$ cat src/rtl/io_input_conditioner_pkg.sv
// Shared constants for the input conditioner: in_port1 field positions,
// the default debounce window and the reset levels of each input kind.
package io_input_conditioner_pkg;

  localparam int   KEY_LVL_LSB      = 0;
  localparam int   KEY_EVT_LSB      = 4;
  localparam int   DB_LIMIT_DEFAULT = 50000;
  localparam logic KEY_RST_LVL      = 1'b1;  // keys are active-low, so released = 1
  localparam logic SW_RST_LVL       = 1'b0;

endpackage

$ cat src/rtl/io_input_conditioner_debounce_bit.sv
// One input bit: 2-FF synchroniser, stability counter and accepted level.
// accept flags the edge on which stable is about to take the synced value.
module io_input_conditioner_debounce_bit #(
  parameter logic RST_LVL  = 1'b0,
  parameter int   DB_LIMIT = 4,
  parameter int   DB_W     = 16
) (
  input  logic clock,
  input  logic resetn,
  input  logic raw,
  output logic stable,
  output logic accept
);

  localparam logic [DB_W-1:0] LIMIT_M1 = DB_W'(DB_LIMIT - 1);

  logic [1:0]      sync_q;
  logic [DB_W-1:0] cnt;
  logic            synced;

  assign synced = sync_q[1];
  assign accept = (synced != stable) && (cnt == LIMIT_M1);

  always_ff @(posedge clock or negedge resetn) begin
    if (!resetn) begin
      sync_q <= {2{RST_LVL}};
      cnt    <= '0;
      stable <= RST_LVL;
    end else begin
      sync_q <= {sync_q[0], raw};
      if (synced == stable) begin
        cnt <= '0;
      end else if (accept) begin
        stable <= synced;
        cnt    <= '0;
      end else begin
        // accept fires at LIMIT_M1, so this never reaches the wrap point
        cnt <= cnt + DB_W'(1);
      end
    end
  end

endmodule

$ cat src/rtl/io_input_conditioner.sv
// Board switch/button front-end: debounces every raw input and presents
// switch levels, key levels and sticky key-press events as 32-bit words.
module io_input_conditioner
  import io_input_conditioner_pkg::*;
#(
  parameter int NSW      = 10,
  parameter int NKEY     = 3,
  parameter int DB_LIMIT = DB_LIMIT_DEFAULT,
  parameter int DB_W     = 16
) (
  input  logic            clock,
  input  logic            resetn,
  input  logic [NSW-1:0]  sw_raw,
  input  logic [NKEY-1:0] key_raw,
  input  logic [NKEY-1:0] evt_clr,
  output logic [31:0]     in_port0,
  output logic [31:0]     in_port1
);

  logic [NSW-1:0]  sw_stable;
  logic [NSW-1:0]  unused_sw_accept;
  logic [NKEY-1:0] key_stable;
  logic [NKEY-1:0] key_accept;
  logic [NKEY-1:0] evt_set;
  logic [NKEY-1:0] evt;

  for (genvar i = 0; i < NSW; i++) begin : g_sw
    io_input_conditioner_debounce_bit #(
      .RST_LVL (SW_RST_LVL),
      .DB_LIMIT(DB_LIMIT),
      .DB_W    (DB_W)
    ) u_db (
      .clock (clock),
      .resetn(resetn),
      .raw   (sw_raw[i]),
      .stable(sw_stable[i]),
      .accept(unused_sw_accept[i])
    );
  end

  for (genvar i = 0; i < NKEY; i++) begin : g_key
    io_input_conditioner_debounce_bit #(
      .RST_LVL (KEY_RST_LVL),
      .DB_LIMIT(DB_LIMIT),
      .DB_W    (DB_W)
    ) u_db (
      .clock (clock),
      .resetn(resetn),
      .raw   (key_raw[i]),
      .stable(key_stable[i]),
      .accept(key_accept[i])
    );
  end

  // An accepted change while currently released is a debounced press.
  assign evt_set = key_accept & key_stable;

  always_ff @(posedge clock or negedge resetn) begin
    if (!resetn) begin
      evt <= '0;
    end else begin
      evt <= (evt & ~evt_clr) | evt_set;
    end
  end

  always_comb begin
    in_port0                          = '0;
    in_port0[NSW-1:0]                 = sw_stable;
    in_port1                          = '0;
    in_port1[KEY_LVL_LSB +: NKEY]     = ~key_stable;
    in_port1[KEY_EVT_LSB +: NKEY]     = evt;
  end

endmodule

$ cat config.mk
export PLATFORM = sky130hd
export DESIGN_NAME = io_input_conditioner
export DESIGN_NICKNAME = d
export VERILOG_FILES = /design/src/rtl/io_input_conditioner_pkg.sv /design/src/rtl/io_input_conditioner_debounce_bit.sv /design/src/rtl/io_input_conditioner.sv
export SDC_FILE = /design/constraint.sdc
export NUM_CORES = 1
export LEC_CHECK = 0
export ABC_CLOCK_PERIOD_IN_PS = 2900
export CORE_MARGIN = 5
export CORE_UTILIZATION = 50
export DETAILED_ROUTE_END_ITERATION = 6
export GPL_TIMING_DRIVEN = 0
export PLACE_DENSITY = 0.73
export SETUP_SLACK_MARGIN = 0.15
export SLEW_MARGIN = 40
export SYNTH_ARGS = -nofsm -noshare
export SYNTH_HDL_FRONTEND = slang
export SYNTH_SLANG_ARGS = --single-unit
$ cat constraint.sdc
create_clock -name clock -period 2.9 [get_ports clock]
set_clock_uncertainty 0.05 [all_clocks]
set_input_delay 0.435 -clock clock [delete_from_list [all_inputs] [get_ports clock]]
set_output_delay 0.435 -clock clock [all_outputs]
set_load 0.005 [all_outputs]
== Yosys cells after proc, flatten, opt, wreduce, memory -nomap -nowiden ==
Index checks and enable logic that the tools add are counted.

* Bits in registers: 250
* Output and inout bits: 64

* Add/sub/neg operators: 13
* Eq/ne operators: 39
* Muxes and demuxes: 26
* Bitwise gates (word level): 18
* Reductions and logical operators: 26

{| class="wikitable"
|+ Operators with widths
! cell !! count
|-
| $mux W16 || 26
|-
| $add A16 B1 Y16 const B || 13
|-
| $eq A16 B16 Y1 const B || 13
|-
| $reduce_and A2 Y1 || 13
|-
| $eq A1 B1 Y1 || 13
|-
| $logic_and A1 B1 Y1 || 13
|-
| $ne A1 B1 Y1 || 13
|-
| $not A1 Y1 || 13
|-
| $and A3 B3 Y3 || 2
|-
| $not A3 Y3 || 2
|-
| $or A3 B3 Y3 || 1
|}

== Logic depth before layout (Yosys ltp) ==
Gate-level depths: netlist of the first run.

* Word-level depth: 4
* Gate-level depth with buffers: 6
* Depth with buffers taken out: 5

== Hierarchy ==
Synthesis of the first run repeated with hierarchy kept, for this count alone.

* Cells, all modules: 1,143
* Area total of the unflattened synthesis: 12,140.4 um^2

{| class="wikitable"
|+ Modules (own cells, without submodules)
! module !! times used !! cells each !! area an instance (um^2) !! sequential area each (um^2)
|-
| io_input_conditioner_debounce_bit (g_sw[0].u_db ...) || 10 || 83 || 894.6 || 475.5
|-
| io_input_conditioner_debounce_bit (g_key[0].u_db ...) || 3 || 83 || 898.4 || 479.2
|-
| io_input_conditioner || 1 || 64 || 499.2 || 75.1
|}

== Worst setup path after synthesis of the first run ==
OpenSTA, ideal clock, no wires.

* Kind: register -> register
* Start: register g_sw[6].u_db.cnt[10]
* End: register g_sw[6].u_db.stable
* Library setup time: 0.125 ns
* Arrival time: 1.651 ns
* Setup slack: 1.074 ns
* Cell stages (with the launch flop): 4
* Path buffers: 0
* Period minus slack after synthesis: 1.826 ns
* Cell sequence: dfrtp_1 or3b_1 or4_4 mux2_4

* Longest elaborated chain between the ends: 3

{| class="wikitable"
|+ Ends and longest elaborated chain
! item !! line !! source
|-
| start: declaration || io_input_conditioner_debounce_bit.sv:18 || <nowiki>logic [DB_W-1:0] cnt;</nowiki>
|-
| start signal: assignment || io_input_conditioner_debounce_bit.sv:38 || <nowiki>cnt <= cnt + DB_W'(1);</nowiki>
|-
| $eq A16 B16 Y1 || io_input_conditioner_debounce_bit.sv:22 || <nowiki>assign accept = (synced != stable) && (cnt == LIMIT_M1);</nowiki>
|-
| $logic_and A1 B1 Y1 || io_input_conditioner_debounce_bit.sv:22 ||
|-
| $reduce_and A2 Y1 (no source line) || -- ||
|-
| end signal: assignment || io_input_conditioner_debounce_bit.sv:34 || <nowiki>stable <= synced;</nowiki>
|-
| end: declaration || io_input_conditioner_debounce_bit.sv:11 || <nowiki>output logic stable,</nowiki>
|}

Every way passes these cells.
A chain may end at the register's enable or synchronous reset.

== Worst setup path in the final report of the first run ==
* Start: register g_sw[2].u_db.cnt[12]
* End: register g_sw[2].u_db.cnt[8]

* Longest elaborated chain between the ends: 4

{| class="wikitable"
|+ Ends and longest elaborated chain
! item !! line !! source
|-
| start: declaration || io_input_conditioner_debounce_bit.sv:18 ||
|-
| start signal: assignment || io_input_conditioner_debounce_bit.sv:38 ||
|-
| $eq A16 B16 Y1 || io_input_conditioner_debounce_bit.sv:22 ||
|-
| $logic_and A1 B1 Y1 || io_input_conditioner_debounce_bit.sv:22 ||
|-
| $mux W16 || io_input_conditioner_debounce_bit.sv:33 || <nowiki>end else if (accept) begin</nowiki>
|-
| $mux W16 || io_input_conditioner_debounce_bit.sv:31 || <nowiki>if (synced == stable) begin</nowiki>
|}

Every way passes these cells.

==> reports/qor.yml, run 1 <==
worst_setup_path:
  crit_required_ps: 3250
  cp_max_fo: 10
  path_cells: "nor4_1 -> nand3_1 -> o41ai_4 -> buf_2 -> nor2_1"
  slowest_delay_ps: 530
  crit_path_end_kind: "flip-flop"
  setup.worst_path.start_class: "flip-flop"
  crit_type: "flip-flop to flip-flop"
  crit_slowest_cell: "o41ai_4"
  rrSetupSlack_ps: 820
  arrival_ps: 2430
power:
  leakagePower_nw: 5.83
  p_per_area_nw_per_um2: 531
  vdd_ir_drop_max_v: 0.000472
die:
  die_h_um: 165
  die_w_um: 165
  io_pins: 82
  rows: 56
  die-area_sq_um: 27400
  initial_core_util_pct: 51.2
  core_area_sq_um: 23600
synth:
  synthTopCellsByArea: "dfrtp_1, xnor2_1, nor2_1"
  synth.distinct_cells: 38
  synthesis.area_sq_um: 12100
  seq_area_frac_synth_pct: 51.9
  synth_warnings: 0
  synthFlopType: "dfrtp_1"
  synth_edf_count: 0
  synth_seq_cells: 250
  synth-simple-area-share_pct: 23.4
  synth_cells: 1181
  muxShareOfSynthArea_pct: 1.27
  avgSynthCellArea_sq_um: 10.2
  synth_top_family_by_area: "simple AND/OR/NAND/NOR gates"
  synth.top_cell.area_share_pct: 49.9
  synth_xor_area_share_pct: 13.9
  synthTopCellsByCount: "dfrtp_1, nor2_1, xnor2_1"
  synthArstFlopShare_pct: 100
  synth_compound_area_share_pct: 2.54
  yosys.area_share.adder_pct: 1.35
  synth_largest_area_cell: "dfrtp_1"
  synth.most_common_cell: "dfrtp_1"
cells_and_area:
  ff_latch_area_sq_um: 6270
  finalNonFillerCells: 1632
  multi_input_area_sq_um: 5320
  fin_util_pct: 59.4
  area_growth_pct: 16.0
  antenna_cells: 0
  filler_cell_count: 2020
  drive_above_1_share_pct: 12.6
  nets: 1325
detailed_routing:
  drt_iter0_drc: 268
  routed_wl_um: 20700
  drtPass1Iterations: 4
  viasPerCell: 5.11
  vias: 8341
  drcViolationCount: 0
  wl_per_cell_um: 12.7
  ant_nets: 0
sta:
  max_freq_ghz: 0.481
  hold_ws_ps: 269
  tns_ps: 0
  tightest_slew_ps: 664
  drv_slew: 0
  finalCriticalPeriod_ps: 2080
  hold_violations: 0
  grt_setup_unrepaired: "no"
  period_share_pct: 71.8
  relSlewSlack_pct: 55.2
  setup_viol: 0
job:
  max_cap_violations: 0
grt:
  antenna_found_initial: 0
  grt_overflow_total: 0
  grt_use_total_pct: 15.6
  grt_pass1_wl_um: 36800
  grt_pass1_vias: 8203
  grt_max_degree: 77
clock_tree:
  tritoncts: "done"
  clk_pin_slew_ps: 60
  cts_buffers: 27
  cts_num_sinks: 250
  clock-root-buffer: "clkbuf_16"
  cts_setup_buffers: 0
  cts_resized: 0
  clock_latency_ps: 520
  cts.path.max_buffers: 3
  cts_max_level: 1
worst_hold_path:
  hold_class: "primary input to flip-flop"
place:
  numPlacedInstances: 1583
  gp_congestion: 0.814
  io_buffers: 33
  dp_hpwl_um: 14200
outcome:
  status: "complete, no violations"
==> worst max-delay path: cells and delay by family, from the launching register on <==
family | cells | cell delay [ps]
buf+inv | 1 | 310
flops | 1 | 430
simple gates | 3 | 640
compound gates | 1 | 530
==> metrics by stage <==
| stage | setup WS, ps | cell area [sq um] | total power [mW] |
|---|---|---|---|
| 3_3_place_gp | -9080 | 13000 | 3.97 |
| 5_1_grt | 588 | 14000 | 7.75 |
| 6_report | 819 | 14000 | 7.44 |
| 2_1_floorplan | 1070 | 12300 | 3.84 |
| 3_5_place_dp | 829 | 13100 | 3.99 |
| 4_1_cts | 800 | 14000 | 7.55 |
==> where the power goes <==
part | internal (mW) | switching, mW
clock network | 2.11 | 1.40
logic | 0.136 | 0.178
registers | 3.55 | 0.0568
==> cell families after synthesis <==
group	Yosys count
muxes	13
adders and majority gates	13
xor gates and xnor gates	192
other	1
buffers and inverters	116
AOI/OAI and AO/OA	20
DFF	250
and+or+nand+nor	576
==> final timing paths <==
path | from | to | cells past startpoint
setup reg to reg | g_sw[2].u_db.cnt[12] | g_sw[2].u_db.cnt[8] | 5
setup / recovery | g_sw[2].u_db.cnt[12] | g_sw[2].u_db.cnt[8] | 5
min in group asynchronous | resetn | g_key[1].u_db.cnt[9] | 2
hold reg to reg | g_sw[4].u_db.sync_q[0] | g_sw[4].u_db.sync_q[1] | 0
max in group asynchronous | resetn | g_sw[7].u_db.cnt[11] | 3
hold / removal | key_raw[1] | g_key[1].u_db.sync_q[0] | 1
==> layout by cell type (no fill, tap or decap), types with 3 or more instances in the layout <==
| master | netlist | final |
|---|---|---|
| a21oi_1 | 3 | 3 |
| and3_1 | 14 | 14 |
| and4_1 | 3 | 3 |
| buf_16 | 0 | 3 |
| buf_2 | 9 | 9 |
| buf_4 | 59 | 59 |
| bufinv_16 | 0 | 3 |
| clkbuf_1 | 5 | 5 |
| clkbuf_16 | 0 | 27 |
| clkbuf_8 | 0 | 5 |
| clkdlybuf4s50_1 | 0 | 32 |
| clkinv_2 | 0 | 5 |
| clkinv_4 | 0 | 5 |
| conb_1 | 1 | 48 |
| dfrtp_1 | 241 | 241 |
| dfstp_2 | 9 | 9 |
| ha_1 | 13 | 13 |
| inv_1 | 42 | 42 |
| mux2_1 | 3 | 3 |
| mux2_2 | 8 | 8 |
| nand2_1 | 48 | 48 |
| nand3_1 | 78 | 78 |
| nand3b_1 | 5 | 5 |
| nand4_1 | 57 | 57 |
| nor2_1 | 229 | 229 |
| nor2_2 | 10 | 10 |
| nor3_1 | 42 | 42 |
| nor4_1 | 61 | 61 |
| nor4b_1 | 7 | 7 |
| nor4bb_1 | 4 | 4 |
| o31ai_1 | 3 | 3 |
| o32ai_1 | 3 | 3 |
| o41ai_2 | 4 | 4 |
| o41ai_4 | 6 | 6 |
| or3_1 | 8 | 8 |
| or4_1 | 4 | 4 |
| or4_4 | 3 | 3 |
| xnor2_1 | 150 | 150 |
| xor2_1 | 42 | 42 |
==> area by class of cell <==
| type | count | share of cell area, % |
|---|---|---|
| Buffer | 74 | 3.70 |
| Inverter | 42 | 1.12 |
| Sequential cell | 250 | 44.7 |
| Tap cell | 319 | 2.85 |
| Timing Repair Buffer | 37 | 3.05 |
| Multi-Input combinational cell | 862 | 37.9 |
| Clock buffer | 32 | 5.31 |
| Clock inverter | 16 | 1.32 |
==> layer usage <==
metal | up-vias | GRT usage, % | routed length [um]
li1 | 4183 | - | -
met4 | 0 | 3.37 | 338
met3 | 31 | 2.48 | 878
met2 | 114 | 26.2 | 10000
met1 | 4013 | 21.5 | 9500
met5 | - | 0 | 0
==> sequential cells by signal (all words and copies together) (netlist names) <==
| register | flops |
|---|---|
| g_sw.u_db.cnt | 160 |
| g_key.u_db.cnt | 48 |
| g_sw.u_db.sync_q | 20 |
| g_sw.u_db.stable | 10 |
| g_key.u_db.sync_q | 6 |
| evt | 3 |
| g_key.u_db.stable | 3 |
==> what timing repair did <==
item	4_1_cts	5_1_grt
setup endpoints to repair	0	0
hold buffers	1	0
hold endpoints to repair	40	0
Note: power is estimated with default switching activity, not from simulation.
==> inputs of run 2 (changes only) <==
--- a/config.mk
+++ b/config.mk
@@ -5,7 +5,7 @@
 export SDC_FILE = /design/constraint.sdc
 export NUM_CORES = 1
 export LEC_CHECK = 0
-export ABC_CLOCK_PERIOD_IN_PS = 2900
+export ABC_CLOCK_PERIOD_IN_PS = 2200
 export CORE_MARGIN = 5
 export CORE_UTILIZATION = 50
 export DETAILED_ROUTE_END_ITERATION = 6
==> constraint.sdc (replaced) <==
create_clock -name clock -period 2.2 [get_ports clock]
set_clock_uncertainty 0.05 [all_clocks]
set_input_delay 0.33 -clock clock [delete_from_list [all_inputs] [get_ports clock]]
set_output_delay 0.33 -clock clock [all_outputs]
set_load 0.005 [all_outputs]
==> run 2 against run 1 <==
Net effect: first-iteration DRC count rose by 13%; cell area up 1.0%; clock power grew 32%; routed wire length increased by 2.5%; sequential share of layout area down 0.46 points; hold slack got worse by 110 ps; register-to-register slack worse by 590 ps; combinational power up 39%; core utilization grew 0.61 points; via count is 1.4% higher; non-clock buffer count grew 9; cell count up 0.55%; largest power group unchanged.
==> reports/qor.yml, run 2 (synthesis results as in run 1) <==
detailed_routing:
  drt_iter0_drc: 304  # was 268
  viasPerCell: 5.15  # was 5.11
  vias: 8455  # was 8341
  routed_wl_um: 21300  # was 20700 um
  wl_per_cell_um: 12.9  # was 12.7 um
  drcViolationCount: 0  # unchanged
  ant_nets: 0  # unchanged
  drtPass1Iterations: 5  # was 4
power:
  p_per_area_nw_per_um2: 694  # was 531 nW/um^2
  leakagePower_nw: 5.96  # was 5.83 nW
  vdd_ir_drop_max_v: 0.000622  # was 0.000472 V
die:
  die_h_um: 165  # unchanged
  initial_core_util_pct: 51.2  # unchanged
  io_pins: 82  # unchanged
  rows: 56  # unchanged
  die-area_sq_um: 27400  # unchanged
  die_w_um: 165  # unchanged
  core_area_sq_um: 23600  # unchanged
cells_and_area:
  fin_util_pct: 60.0  # was 59.4%
  finalNonFillerCells: 1641  # was 1632
  reg.largest.list: "g_sw.u_db.cnt (160), g_key.u_db.cnt (48), g_sw.u_db.sync_q (20)"  # unchanged
  largest_register: "g_sw.u_db.cnt"  # unchanged
  layout_common_cells: "dfrtp_1, nor2_1, xnor2_1"  # unchanged
  final_common_cell: "dfrtp_1"  # unchanged
  largest_reg_flops: 160  # unchanged
  nets: 1334  # was 1325
  drive_above_1_share_pct: 13.5  # was 12.6%
  area_growth_pct: 17.2  # was 16.0%
  antenna_cells: 0  # unchanged
place:
  numPlacedInstances: 1583  # unchanged
  io_buffers: 33  # unchanged
  place_ws_ps: 129  # was 829 ps
  gp_congestion: 0.814  # unchanged
  dp_hpwl_um: 14200  # unchanged
grt:
  grt_use_total_pct: 15.7  # was 15.6%
  grt_max_degree: 77  # unchanged
  antenna_found_initial: 0  # unchanged
  grt_pass1_wl_um: 37000  # was 36800 um
  grt_overflow_total: 0  # unchanged
  grt_pass1_vias: 8244  # was 8203
clock_tree:
  clock_latency_ps: 530  # was 520 ps
  cts_buffers: 27  # unchanged
  clk_pin_slew_ps: 70  # was 60 ps
  cts_num_sinks: 250  # unchanged
  cts.path.max_buffers: 3  # unchanged
  clock-root-buffer: "clkbuf_16"  # unchanged
  tritoncts: "done"  # unchanged
  cts_max_level: 1  # unchanged
job:
  max_cap_violations: 0  # unchanged
worst_setup_path:
  crit_slowest_cell: "clkdlybuf4s50_1"  # was o41ai_4
  crit_type: "flip-flop to output pin"  # was flip-flop to flip-flop
  critPathBufInv: 2  # was 1
  worstSetupStartpoint: "g_sw[6].u_db.stable"  # was g_sw[2].u_db.cnt[12]
  slowest_delay_ps: 490  # was 530 ps
  crit_family: "buffers and inverters"  # was simple AND/OR/NAND/NOR gates
  cp_max_fo: 3  # was 10
  crit_required_ps: 1820  # was 3250 ps
  crit_path_end_kind: "output pin"  # was flip-flop
  path_cells: "buf_4 -> clkdlybuf4s50_1"  # was nor4_1 -> nand3_1 -> o41ai_4 -> buf_2 -> nor2_1
  arrival_ps: 1600  # was 2430 ps
  reg2reg_from: "g_sw[6].u_db.cnt[10]"  # was g_sw[2].u_db.cnt[12]
  setup.worst_path.start_class: "flip-flop"  # unchanged
sta:
  hold_violations: 0  # unchanged
  grt_setup_unrepaired: "yes"  # was no
  period_share_pct: 89.8
  finalCriticalPeriod_ps: 1980
  max_freq_ghz: 0.506
  setup_ws_ps: 224  # was 819 ps
  setup_viol: 0  # unchanged
  drv_slew: 0  # unchanged
worst_hold_path:
  worst_hold_startpoint: "key_raw[1]"  # unchanged
  hold_class: "primary input to flip-flop"  # unchanged
outcome:
  status: "complete, no violations"  # unchanged
-- run 2: power breakdown --
| group | switching (mW) | internal (mW) |
|---|---|---|
| Combinational | 0.241 | 0.193 |
| Clock | 1.85 | 2.78 |
| Sequential | 0.0759 | 4.69 |
-- run 2: through the flow --
step / hold WS, ps / cell area, sq um / setup TNS, ps / power [mW]
detailed placement: 209 / 13100 / 0 / 5.26
CTS: 141 / 14000 / 0 / 9.96
finish: 160 / 14200 / 0 / 9.83
global route: 140 / 14200 / 0 / 10.2
global placement: 282 / 13000 / -2385100 / 5.24
floorplan: -15.6 / 12300 / 0 / 5.07
-- run 2: routing by layer --
layer / global-route usage, % / wire (um)
met5: 0 / 0
met2: 26.5 / 10400
met4: 3.37 / 301
met3: 2.48 / 947
met1: 21.5 / 9620
-- run 2: repair_timing --
item,in CTS,in global routing
pin swaps,3,6
hold endpoints to repair,45,0
resized for setup,3,10
hold buffers,1,0
setup endpoints to repair,46,113
setup buffers,0,9
-- run 2: final timing paths --
path | to | slack [ps] | cells after the start
setup / recovery | in_port0[6] | 220 | 2
hold / removal | g_key[1].u_db.sync_q[0] | 160 | 1
setup reg to reg | g_sw[6].u_db.stable | 230 | 3
hold reg to reg | g_sw[4].u_db.sync_q[1] | 300 | 0
max in group asynchronous | g_sw[7].u_db.cnt[11] | 1160 | 3
min in group asynchronous | g_key[1].u_db.cnt[9] | 240 | 2
-- run 2: layout make-up --
type | count | area (sq um)
buffer | 74 | 523
clock buffer | 32 | 744
clock inverter | 16 | 185
fill | 2004 | 9450
inverter | 42 | 158
multi-input combinational | 862 | 5390
sequential | 250 | 6270
tap | 319 | 399
timing repair buffer | 46 | 495
==> inputs of run 3 (changes only) <==
--- a/config.mk
+++ b/config.mk
@@ -7,10 +7,10 @@
 export LEC_CHECK = 0
 export ABC_CLOCK_PERIOD_IN_PS = 2200
 export CORE_MARGIN = 5
-export CORE_UTILIZATION = 50
+export CORE_UTILIZATION = 59
 export DETAILED_ROUTE_END_ITERATION = 6
 export GPL_TIMING_DRIVEN = 0
-export PLACE_DENSITY = 0.73
+export PLACE_DENSITY = 0.84
 export SETUP_SLACK_MARGIN = 0.15
 export SLEW_MARGIN = 40
 export SYNTH_ARGS = -nofsm -noshare
==> run 3 against run 2 <==
Net effect: sequential power about the same; total power is 0.81% lower; clock-buffer cell count is 5 higher; fmax is essentially flat; hold slack gained 6.5 ps; combinational power increased by 1%; critical path depth grew 1; core utilization is 9.9 points higher; die area decreased by 14%; clock power is 2% lower; highest routed layer unchanged.
==> reports/qor.yml, run 3 (synthesis results as in run 1) <==
outcome:
  status: "complete, no violations"  # unchanged
cells_and_area:
  reg.largest.list: "g_sw.u_db.cnt (160), g_key.u_db.cnt (48), g_sw.u_db.sync_q (20)"  # unchanged
  antenna_cells: 0  # unchanged
  area_growth_pct: 16.7  # was 17.2%
  ff_latch_area_sq_um: 6270  # unchanged
  drive_above_1_share_pct: 13.3  # was 13.5%
  final_common_cell: "dfrtp_1"  # unchanged
  largest_reg_flops: 160  # unchanged
  largest_register: "g_sw.u_db.cnt"  # unchanged
  nets: 1338  # was 1334
  filler_cell_count: 1466  # was 2004
  multi_input_area_sq_um: 5380  # was 5390 sq um
  layout_common_cells: "dfrtp_1, nor2_1, xnor2_1"  # unchanged
clock_tree:
  clk_pin_slew_ps: 60  # was 70 ps
  cts_max_level: 1  # unchanged
  cts_buffers: 27  # unchanged
  tritoncts: "done"  # unchanged
  clock-root-buffer: "clkbuf_16"  # unchanged
  cts.path.max_buffers: 3  # unchanged
  cts_num_sinks: 250  # unchanged
  clock_latency_ps: 520  # was 530 ps
worst_setup_path:
  setup.worst_path.start_class: "flip-flop"  # unchanged
  arrival_ps: 2320  # was 1600 ps
  path_cells: "or3b_1 -> or4_4 -> mux2_4"  # was buf_4 -> clkdlybuf4s50_1
  reg2reg_from: "g_sw[6].u_db.cnt[10]"  # unchanged
  cp_max_fo: 6  # was 3
  crit_type: "flip-flop to flip-flop"  # was flip-flop to output pin
  crit_slowest_cell: "or4_4"  # was clkdlybuf4s50_1
  critPathCapture: "g_sw[6].u_db.stable"  # was in_port0[6]
  crit_path_end_kind: "flip-flop"  # was output pin
  path_depth: 3  # was 2
  rrSetupSlack_ps: 220  # was 230 ps
  critPathBufInv: 0  # was 2
  r2r_cells: 3  # unchanged
  worstSetupStartpoint: "g_sw[6].u_db.cnt[10]"  # was g_sw[6].u_db.stable
  crit_required_ps: 2540  # was 1820 ps
  slowest_delay_ps: 580  # was 490 ps
  rr_endpoint: "g_sw[6].u_db.stable"  # unchanged
  crit_family: "simple AND/OR/NAND/NOR gates"  # was buffers and inverters
die:
  core_area_sq_um: 20200  # was 23600 sq um
  io_pins: 82  # unchanged
  die_w_um: 153  # was 165 um
  die_h_um: 153  # was 165 um
  rows: 52  # was 56
  die-area_sq_um: 23400  # was 27400 sq um
  initial_core_util_pct: 59.9  # was 51.2%
sta:
  hold_ws_ps: 167  # was 160 ps
  setup_ws_ps: 224  # about the same
  max_freq_ghz: 0.506  # about the same
  drv_slew: 0  # unchanged
  period_share_pct: 89.8  # about the same
  hold_violations: 0  # unchanged
  setup_viol: 0  # unchanged
  finalCriticalPeriod_ps: 1980  # about the same
  grt_setup_unrepaired: "no"  # was yes
grt:
  grt_max_degree: 79  # was 77
  grt_overflow_total: 0  # unchanged
  antenna_found_initial: 0  # unchanged
  grt_use_total_pct: 18.3  # was 15.7%
  grt_pass1_wl_um: 38000  # was 37000 um
  grt_pass1_vias: 8546  # was 8244
power:
  p_per_area_nw_per_um2: 691  # was 694 nW/um^2
  leakagePower_nw: 5.95  # was 5.96 nW
  vdd_ir_drop_max_v: 0.000634  # was 0.000622 V
place:
  dp_hpwl_um: 14200  # about the same
  place_ws_ps: 130  # was 129 ps
  io_buffers: 33  # unchanged
  gp_congestion: 0.841  # was 0.814
worst_hold_path:
  hold_class: "primary input to flip-flop"  # unchanged
detailed_routing:
  routed_wl_um: 21500  # was 21300 um
  drtPass1Iterations: 7  # was 5
  viasPerCell: 5.37  # was 5.15
  vias: 8577  # was 8455
  wl_per_cell_um: 13.5  # was 12.9 um
  drcViolationCount: 0  # unchanged
  ant_nets: 0  # unchanged
  drt_iter0_drc: 487  # was 304
job:
  max_cap_violations: 0  # unchanged
run 3: layer usage:
metal	vias to the layer above	wire (um)	share of wire, %	global-route usage (%)
met2	171	10500	49	31.3
met5	-	0	0	0
met1	4166	9690	45	24.5
li1	4201	-	-	-
met4	0	349	1.6	4.58
met3	39	928	4.3	3.03
run 3: layout make-up:
cell class | count | share of cell area [%]
Buffer | 74 | 3.73
Inverter | 42 | 1.12
Clock inverter | 11 | 1.01
Clock buffer | 37 | 5.41
Tap cell | 270 | 2.40
Sequential cell | 250 | 44.4
Multi-Input combinational cell | 862 | 38.2
Timing Repair Buffer | 50 | 3.73
run 3: report_power, final:
part	internal, mW	switching [mW]	total, mW	leakage [nW]
Sequential	4.69	0.0760	4.76	3.38
Clock	2.77	1.77	4.55	0.442
Combinational	0.198	0.242	0.441	2.12
run 3: through the flow:
| step | TNS (ps) | power (mW) | cells | instance area (sq um) | utilization [%] |
|---|---|---|---|---|---|
| 6_report | 0 | 9.75 | 1596 | 14100 | 69.9 |
| 5_1_grt | 0 | 10.1 | 1596 | 14100 | 69.9 |
| 4_1_cts | 0 | 9.84 | 1583 | 14000 | 69.2 |
| 3_5_place_dp | 0 | 5.26 | 1534 | 13000 | 64.5 |
| 3_3_place_gp | -2337430 | 5.23 | 1531 | 12900 | 64.1 |
| 2_1_floorplan | 0 | 5.07 | 1228 | 12300 | - |
run 3: worst min-delay path by stage:
stage	from	endpoint	slack (ps)	cells past startpoint
after floorplan	resetn	evt[0]	-20	0
after global placement	g_sw[4].u_db.sync_q[0]	g_sw[4].u_db.sync_q[1]	280	0
after detailed placement	resetn	g_key[1].u_db.cnt[9]	240	1
after CTS	key_raw[0]	g_key[0].u_db.sync_q[0]	150	1
after global routing	key_raw[0]	g_key[0].u_db.sync_q[0]	140	1
final	key_raw[1]	g_key[1].u_db.sync_q[0]	170	1
run 3: timing repair:
action	CTS	global route
endpoints found under the setup margin	12	132
gates resized for setup	2	11
setup buffers	0	13
hold endpoints to repair	57	0
hold buffers	1	0
pin swaps	0	8
run 3: worst reg2reg max path: cells and delay by family (launching register included):
kind | cells | cell delay (ps)
AND/OR/NAND/NOR | 2 | 1060
flip-flops | 1 | 430
multiplexers | 1 | 310
